==> config.mk <==
export PLATFORM = sky130hd
export DESIGN_NAME = imm_extend_pipe
export DESIGN_NICKNAME = d
export VERILOG_FILES = /design/src/rtl/imm_ext_pkg.sv /design/src/rtl/imm_ext_core.sv /design/src/rtl/imm_extend_pipe.sv
export SDC_FILE = /design/constraint.sdc
export NUM_CORES = 1
export LEC_CHECK = 0
export ABC_AREA = 1
export BUFFER_PORTS_ARGS = -buffer_cell sky130_fd_sc_hd__buf_2
export CORE_ASPECT_RATIO = 0.9
export CORE_MARGIN = 2
export CORE_UTILIZATION = 54
export DETAILED_ROUTE_END_ITERATION = 10
export GPL_TIMING_DRIVEN = 0
export PLACE_DENSITY = 0.79
export SLEW_MARGIN = 10
export SYNTH_ARGS = -nofsm -noshare
export SYNTH_HDL_FRONTEND = slang
export SYNTH_SLANG_ARGS = --single-unit
==> constraint.sdc <==
create_clock -name clk -period 1.4 [get_ports clk]
set_input_delay 0.14 -clock clk [delete_from_list [all_inputs] [get_ports clk]]
set_output_delay 0.14 -clock clk [all_outputs]
set_load 0.005 [all_outputs]
==> src/rtl/imm_ext_pkg.sv <==
// -----------------------------------------------------------------------------
// imm_ext_pkg
// Shared definitions for the immediate-extension unit.
//   imm_mode_e : extension mode carried on the 2-bit mode field
//                (sign, zero, upper-immediate, branch-offset).
// -----------------------------------------------------------------------------
package imm_ext_pkg;

    typedef enum logic [1:0] {
        MODE_SEXT  = 2'd0,
        MODE_ZEXT  = 2'd1,
        MODE_LUI   = 2'd2,
        MODE_BROFF = 2'd3
    } imm_mode_e;

endpackage : imm_ext_pkg

==> src/rtl/imm_ext_core.sv <==
// -----------------------------------------------------------------------------
// imm_ext_core
// Purely combinational immediate extender.
// Ports:
//   imm  [IN_W-1:0]  in  raw immediate field
//   mode [1:0]       in  extension mode (imm_mode_e encoding)
//   data [OUT_W-1:0] out extended immediate
//   ovf              out branch offset not representable in OUT_W signed
// -----------------------------------------------------------------------------
module imm_ext_core
    import imm_ext_pkg::*;
#(
    parameter int IN_W     = 7,
    parameter int OUT_W    = 16,
    parameter int BR_SHIFT = 1
) (
    input  logic [IN_W-1:0]  imm,
    input  logic [1:0]       mode,
    output logic [OUT_W-1:0] data,
    output logic             ovf
);

    // Wide enough to hold the shifted branch offset without losing any bit,
    // plus OUT_W so the result can always be sliced at OUT_W.
    localparam int WIDE_W = IN_W + BR_SHIFT + OUT_W;

    if (IN_W < 1 || IN_W > OUT_W) begin : g_bad_width
        $error("imm_ext_core: IN_W must be in 1..OUT_W");
    end
    if (BR_SHIFT < 0 || BR_SHIFT > OUT_W - 1) begin : g_bad_shift
        $error("imm_ext_core: BR_SHIFT must be in 0..OUT_W-1");
    end

    logic signed [IN_W-1:0]         w_simm;
    logic        [OUT_W-1:0]        w_sext;
    logic        [OUT_W-1:0]        w_zext;
    logic        [OUT_W-1:0]        w_lui;
    logic        [WIDE_W-1:0]       w_br_wide;
    logic        [WIDE_W-OUT_W-1:0] w_br_high;

    // Casting a signed operand to a wider width sign-extends; casting an
    // unsigned one zero-extends. This also covers IN_W == OUT_W cleanly.
    assign w_simm    = imm;
    assign w_sext    = OUT_W'(w_simm);
    assign w_zext    = OUT_W'(imm);
    assign w_lui     = w_zext << (OUT_W - IN_W);
    assign w_br_wide = WIDE_W'(w_simm) << BR_SHIFT;
    // Everything above bit OUT_W-1 is discarded on truncation; the offset
    // survives only if all of it is a copy of the kept sign bit.
    assign w_br_high = w_br_wide[WIDE_W-1:OUT_W];

    always_comb begin
        // NOTE: every output gets a default before the case so no path can
        // leave it unassigned, which would infer a latch.
        data = '0;
        ovf  = 1'b0;
        unique case (imm_mode_e'(mode))
            MODE_SEXT:  data = w_sext;
            MODE_ZEXT:  data = w_zext;
            MODE_LUI:   data = w_lui;
            MODE_BROFF: begin
                data = w_br_wide[OUT_W-1:0];
                ovf  = (w_br_high != {(WIDE_W-OUT_W){w_br_wide[OUT_W-1]}});
            end
        endcase
    end

endmodule : imm_ext_core

==> src/rtl/imm_extend_pipe.sv <==
// -----------------------------------------------------------------------------
// imm_extend_pipe
// Registered immediate extender with valid/ready handshake and a 2-entry
// (main + skid) buffer so decode stalls never drop an immediate.
// Ports:
//   clk                 in  rising-edge clock
//   rst                 in  asynchronous active-high reset
//   in_valid            in  producer offers an immediate
//   in_ready            out unit can accept (skid entry empty; registered)
//   in_imm  [IN_W-1:0]  in  raw immediate field
//   in_mode [1:0]       in  extension mode (imm_mode_e encoding)
//   out_valid           out out_data/out_ovf hold a result
//   out_ready           in  consumer takes the result this cycle
//   out_data[OUT_W-1:0] out extended immediate
//   out_ovf             out branch-offset overflow flag
// -----------------------------------------------------------------------------
module imm_extend_pipe
    import imm_ext_pkg::*;
#(
    parameter int IN_W     = 7,
    parameter int OUT_W    = 16,
    parameter int BR_SHIFT = 1
) (
    input  logic             clk,
    input  logic             rst,
    input  logic             in_valid,
    output logic             in_ready,
    input  logic [IN_W-1:0]  in_imm,
    input  logic [1:0]       in_mode,
    output logic             out_valid,
    input  logic             out_ready,
    output logic [OUT_W-1:0] out_data,
    output logic             out_ovf
);

    logic [OUT_W-1:0] w_ext_data;
    logic             w_ext_ovf;
    logic             w_accept;
    logic             w_pop;
    logic             w_main_free;

    logic [OUT_W-1:0] r_main_data;
    logic             r_main_ovf;
    logic             r_main_valid;
    logic [OUT_W-1:0] r_skid_data;
    logic             r_skid_ovf;
    logic             r_skid_valid;

    imm_ext_core #(
        .IN_W     (IN_W),
        .OUT_W    (OUT_W),
        .BR_SHIFT (BR_SHIFT)
    ) u_core (
        .imm  (in_imm),
        .mode (in_mode),
        .data (w_ext_data),
        .ovf  (w_ext_ovf)
    );

    // in_ready depends only on a register, so there is no combinational
    // path from out_ready back to the producer.
    assign in_ready    = !r_skid_valid;
    assign w_accept    = in_valid && in_ready;
    assign w_pop       = r_main_valid && out_ready;
    assign w_main_free = !r_main_valid || w_pop;

    // NOTE: the skid entry is reset along with the main entry; it is only two
    // words, and a known value keeps the outputs clean after reset.
    always_ff @(posedge clk or posedge rst) begin
        if (rst) begin
            r_main_data  <= '0;
            r_main_ovf   <= 1'b0;
            r_main_valid <= 1'b0;
            r_skid_data  <= '0;
            r_skid_ovf   <= 1'b0;
            r_skid_valid <= 1'b0;
        end else if (w_main_free) begin
            // NOTE: non-blocking assignments let main read the old skid value
            // while skid is overwritten in the same edge.
            if (r_skid_valid) begin
                r_main_data  <= r_skid_data;
                r_main_ovf   <= r_skid_ovf;
                r_main_valid <= 1'b1;
                if (w_accept) begin
                    r_skid_data <= w_ext_data;
                    r_skid_ovf  <= w_ext_ovf;
                end else begin
                    r_skid_valid <= 1'b0;
                end
            end else if (w_accept) begin
                r_main_data  <= w_ext_data;
                r_main_ovf   <= w_ext_ovf;
                r_main_valid <= 1'b1;
            end else begin
                r_main_valid <= 1'b0;
            end
        end else if (w_accept) begin
            r_skid_data  <= w_ext_data;
            r_skid_ovf   <= w_ext_ovf;
            r_skid_valid <= 1'b1;
        end
    end

    assign out_valid = r_main_valid;
    assign out_data  = r_main_data;
    assign out_ovf   = r_main_ovf;

endmodule : imm_extend_pipe

Yosys cells after proc, flatten, opt, wreduce, memory -nomap -nowiden:

Cells that the tools add are included.

* register bits: 36
* latch bits: 0
* memory bits (writable): 0
* ROM bits: 0
* input port bits: 13
* output and inout bits: 19
* logic and storage cells: 35
* memories kept: 0

* $add $sub $neg: 0
* multipliers: 0
* div/mod/pow operators: 0
* magnitude comparators: 0
* eq/ne operators: 4
* shift operators: 0
* multiplexer cells: 16
* bitwise operators: 0
* reduce and logical (&&, ||, !) cells: 9

Operator list (number)
* $mux W16: 5
* $pmux W16 S4: 1
* $mux W1: 10
* $eq A2 B2 Y1 const B: 2
* $reduce_bool A2 Y1: 2
* $eq A2 B1 Y1 const B: 1
* $logic_and A1 B1 Y1: 2
* $logic_not A1 Y1: 2
* $logic_not A2 Y1: 1
* $ne A2 B1 Y1 const B: 1
* $reduce_and A2 Y1: 1
* $logic_or A1 B1 Y1: 1

Logic depth before layout (Yosys ltp):

* depth after elaboration: 5
* gate-level depth with buffers: 8
* depth with buffers taken out: 6

Hierarchy:

Synthesis repeated with hierarchy kept, for this count alone.

* cell total of the unflattened synthesis: 255
* area, all modules: 1920.6 um2

By module, submodules not included
* imm_extend_pipe: instances 1, cells an instance 212, area each 1686.6 um2, seq. area each 900.9 um2
* imm_ext_core: instances 1, cells an instance 43, area each 234.0 um2, seq. area each 0.0 um2

Least setup slack after synthesis:

Ideal clock, no wire load.

* path kind: reg2reg
* start point: register r_skid_valid
* end point: register r_skid_data[8]
* library setup time: 0.126 ns
* arrival time: 0.971 ns
* required time: 1.274 ns
* path slack: 0.302 ns
* stages on the path, launching flop included: 5
* path buffers: 2
* clock period less this slack: 1.098 ns
* cell sequence: dfrtp_1 buf_6 nor3_2 buf_2 o21ai_0

* longest elaborated chain between the ends: 5
* elaborated cells between the ends (all ways): 6
* those cells by class: eq/ne: 1; mux: 3; reduce/logical: 2

RTL lines
* start, declared: RTL line imm_extend_pipe.sv:47 `logic r_skid_valid;`
* start signal, assigned: RTL line imm_extend_pipe.sv:76 `r_skid_valid <= 1'b0;`
* start signal, assigned: RTL line imm_extend_pipe.sv:88 `r_skid_valid <= 1'b0;`
* start signal, assigned: RTL line imm_extend_pipe.sv:100 `r_skid_valid <= 1'b1;`
* $logic_not A1 Y1: RTL line imm_extend_pipe.sv:62 `assign in_ready = !r_skid_valid;`
* $logic_and A1 B1 Y1: RTL line imm_extend_pipe.sv:63 `assign w_accept = in_valid && in_ready;`
* $mux W16 (3 in series)
* end signal, assigned: RTL line imm_extend_pipe.sv:85 `r_skid_data <= w_ext_data;`
* end signal, assigned: RTL line imm_extend_pipe.sv:98 `r_skid_data <= w_ext_data;`
* end, declared: RTL line imm_extend_pipe.sv:45 `logic [OUT_W-1:0] r_skid_data;`

Parallel ways exist; a longest one is shown, timed or not. The select of a mux whose other input is x is not followed.
A chain may end at the register's enable or synchronous reset.

Worst setup path after layout:

* start point: register r_skid_valid
* end point: output in_ready

* longest elaborated chain between the ends: 1

RTL lines
* $logic_not A1 Y1: RTL line imm_extend_pipe.sv:62
* end, declared: RTL line imm_extend_pipe.sv:27 `output logic in_ready,`

No other way between the ends.

==> reports/metrics.yaml <==
status: "finished clean"
min_period_ns: 1.27
holdCritPathClass: "input port to register"
tns_ns: 0
start_kind: "register"
power_density_mw_per_mm2: 1190
syn_to_final_growth_pct: 15.8
clkTransAtPathRegs_ns: 0.09
report.final.slew_viol_count: 0
ys_types: 23
clockBufferDepth: 2
gp_congestion: 0.887
rsz0062_at_grt: "no"
drcViolationCount: 0
overflow: 0
h-tree-depth: 2
drv_cap: 0
ir_drop_v: 0.000677
synth.cell_area_mm2: 0.00169
nets: 267
die_height_um: 57.1
track_usage: 0.227
final_area_mm2: 0.00196
grt_max_degree: 33
diodes: 0
leakage_nw: 1.08
port_buffers: 29
clkSinkCount: 32
ys_seq_elements: 32
tightest_slew_ns: 0.653
yosysTopAreaCellShare: 0.473
critical_path_arrival_ns: 1.13
drive_above_1_share: 0.251
relSlewSlack: 0.564
syn_area_per_cell_um2: 7.76
initial_core_util: 0.560
hold_viol_final: 0
antenna_found_initial: 0
cp.required_ns: 1.26
critical-path-slowest-cell: "dfrtp_1"
crit_path_max_fanout: 17
post_cts_buffers: 0
worstSkewPairLatency_ns: 0.33
critPathKind: "register to output port"
syn_inst: 218
rows: 19
num_io_pins: 32
setup_viol: 0
synth_edf_count: 0
wl_mm: 3.48
fin_cells: 297
hold_ws_ns: 0.0547
drt_iter0_drc: 55
synth_top_cells_by_area: "dfrtp_1 47%, nand2_1 18%, nand3_1 6.8%"
syn_nets: 231
cts_buffers: 5
grt_pass1_wl_mm: 6.35
viasPerCell: 4.91
clock.fmax_mhz: 786
ys_seq_area_frac: 0.473
placed_cell_area_mm2: 0.00189
grt_pass1_vias: 1376
synth_top_cell_by_area: "dfrtp_1"
postRouteAntennaNets: 0
synthArstFlopShare: 1.00
place_inst: 289
first_pass_iters: 4
vias: 1458
core_mm2: 0.00302
root_buffer: "clkbuf_4"
wire_per_inst_um: 11.7
clock_skew_ns: 0.00436
period_share: 0.909
yosys_warnings: 0
dp_hpwl_mm: 2.53
dieArea_mm2: 0.00360
die_width_um: 63.0
nFillCells: 270
synth.most_common_cell: "nand2_1"
synth_common_cells: "79 x nand2_1, 32 x dfrtp_1, 23 x nand3_1"
cts_tree: "built"
worstPathCellList: "buf_6, inv_6, buf_2"
critPathMaxStageDelay_ns: 0.38
synth-main-ff-cell: "dfrtp_1"
cp-end-kind: "output port"
==> critical path, delay by kind of cell (launching register included) <==
family / cells / cell delay [ns]
buf+inv: 3 / 0.40
flops: 1 / 0.38
==> layer usage <==
layer  global-route usage  wire, µm  vias up
li1                     -         -      761
met1                0.329      1790      648
met2                0.334      1440       42
met3               0.0513       209        7
met4               0.0857        45        0
met5                    0         0        -
==> metrics by stage <==
stage | utilization | total power [mW] | worst slack, ns
2_1_floorplan | - | 1.59 | 0.302
6_report | 0.649 | 2.33 | 0.128
5_1_grt | 0.649 | 2.50 | 0.0180
4_1_cts | 0.644 | 2.34 | 0.0503
3_5_place_dp | 0.626 | 1.80 | 0.117
3_3_place_gp | 0.626 | 1.78 | 0.152
==> cell type report <==
| type | instances | area [µm²] | share of cell area |
|---|---|---|---|
| Sequential cell | 32 | 801 | 0.409 |
| Multi-Input combinational cell | 149 | 699 | 0.357 |
| Timing Repair Buffer | 30 | 155 | 0.0792 |
| Inverter | 24 | 97.6 | 0.0498 |
| Buffer | 12 | 93.8 | 0.0479 |
| Clock buffer | 8 | 58.8 | 0.0300 |
| Tap cell | 42 | 52.6 | 0.0268 |
==> cell usage in the layout, fill, tap and decap left out, types with 3 or more instances in the layout <==
master,netlist,routed
nand2_1,79,79
buf_4,5,5
clkbuf_4,0,6
inv_2,2,3
o21ai_1,11,11
dfrtp_1,32,32
nor2_1,4,4
buf_6,3,3
o21ai_0,8,8
a21oi_2,5,5
nand4_1,6,6
buf_2,5,32
inv_1,20,19
nand3_1,23,23
a21oi_1,4,4
==> sequential cells by signal, summed over array words and instances (netlist names) <==
register and count:
out_data 15, r_skid_valid 1, out_valid 1, r_skid_data 15
==> timing repair <==
action,in CTS,in global routing
pin swaps,0,0
hold endpoints to repair,0,32
hold buffers,0,1
endpoints found under the setup margin,1,10
gates resized for setup,0,2
==> where the power goes <==
group	internal (mW)	switching [mW]	total [mW]
clock	0.248	0.305	0.553
sequential	1.10	0.0716	1.18
combinational	0.252	0.349	0.601
total	1.60	0.726	2.33
==> cell families after synthesis <==
family | after synthesis | share of synthesized area
simple gates | 119 | 0.313
buf+inv | 37 | 0.113
compound gates | 29 | 0.0984
other cells | 1 | 0.00222
flops | 32 | 0.473
==> worst paths after layout <==
check                              from              to  slack (ns)  cells after the start
hold / removal                 in_valid       out_valid        0.05                      3
setup / recovery           r_skid_valid        in_ready        0.13                      3
setup reg to reg           r_skid_valid  r_skid_data[4]        0.14                      4
min in group asynchronous           rst  r_skid_data[0]        0.44                      3
hold reg to reg            out_data[11]    out_data[11]        0.49                      2
max in group asynchronous           rst     out_data[9]        0.54                      3
(Power assumes the default switching activity.)
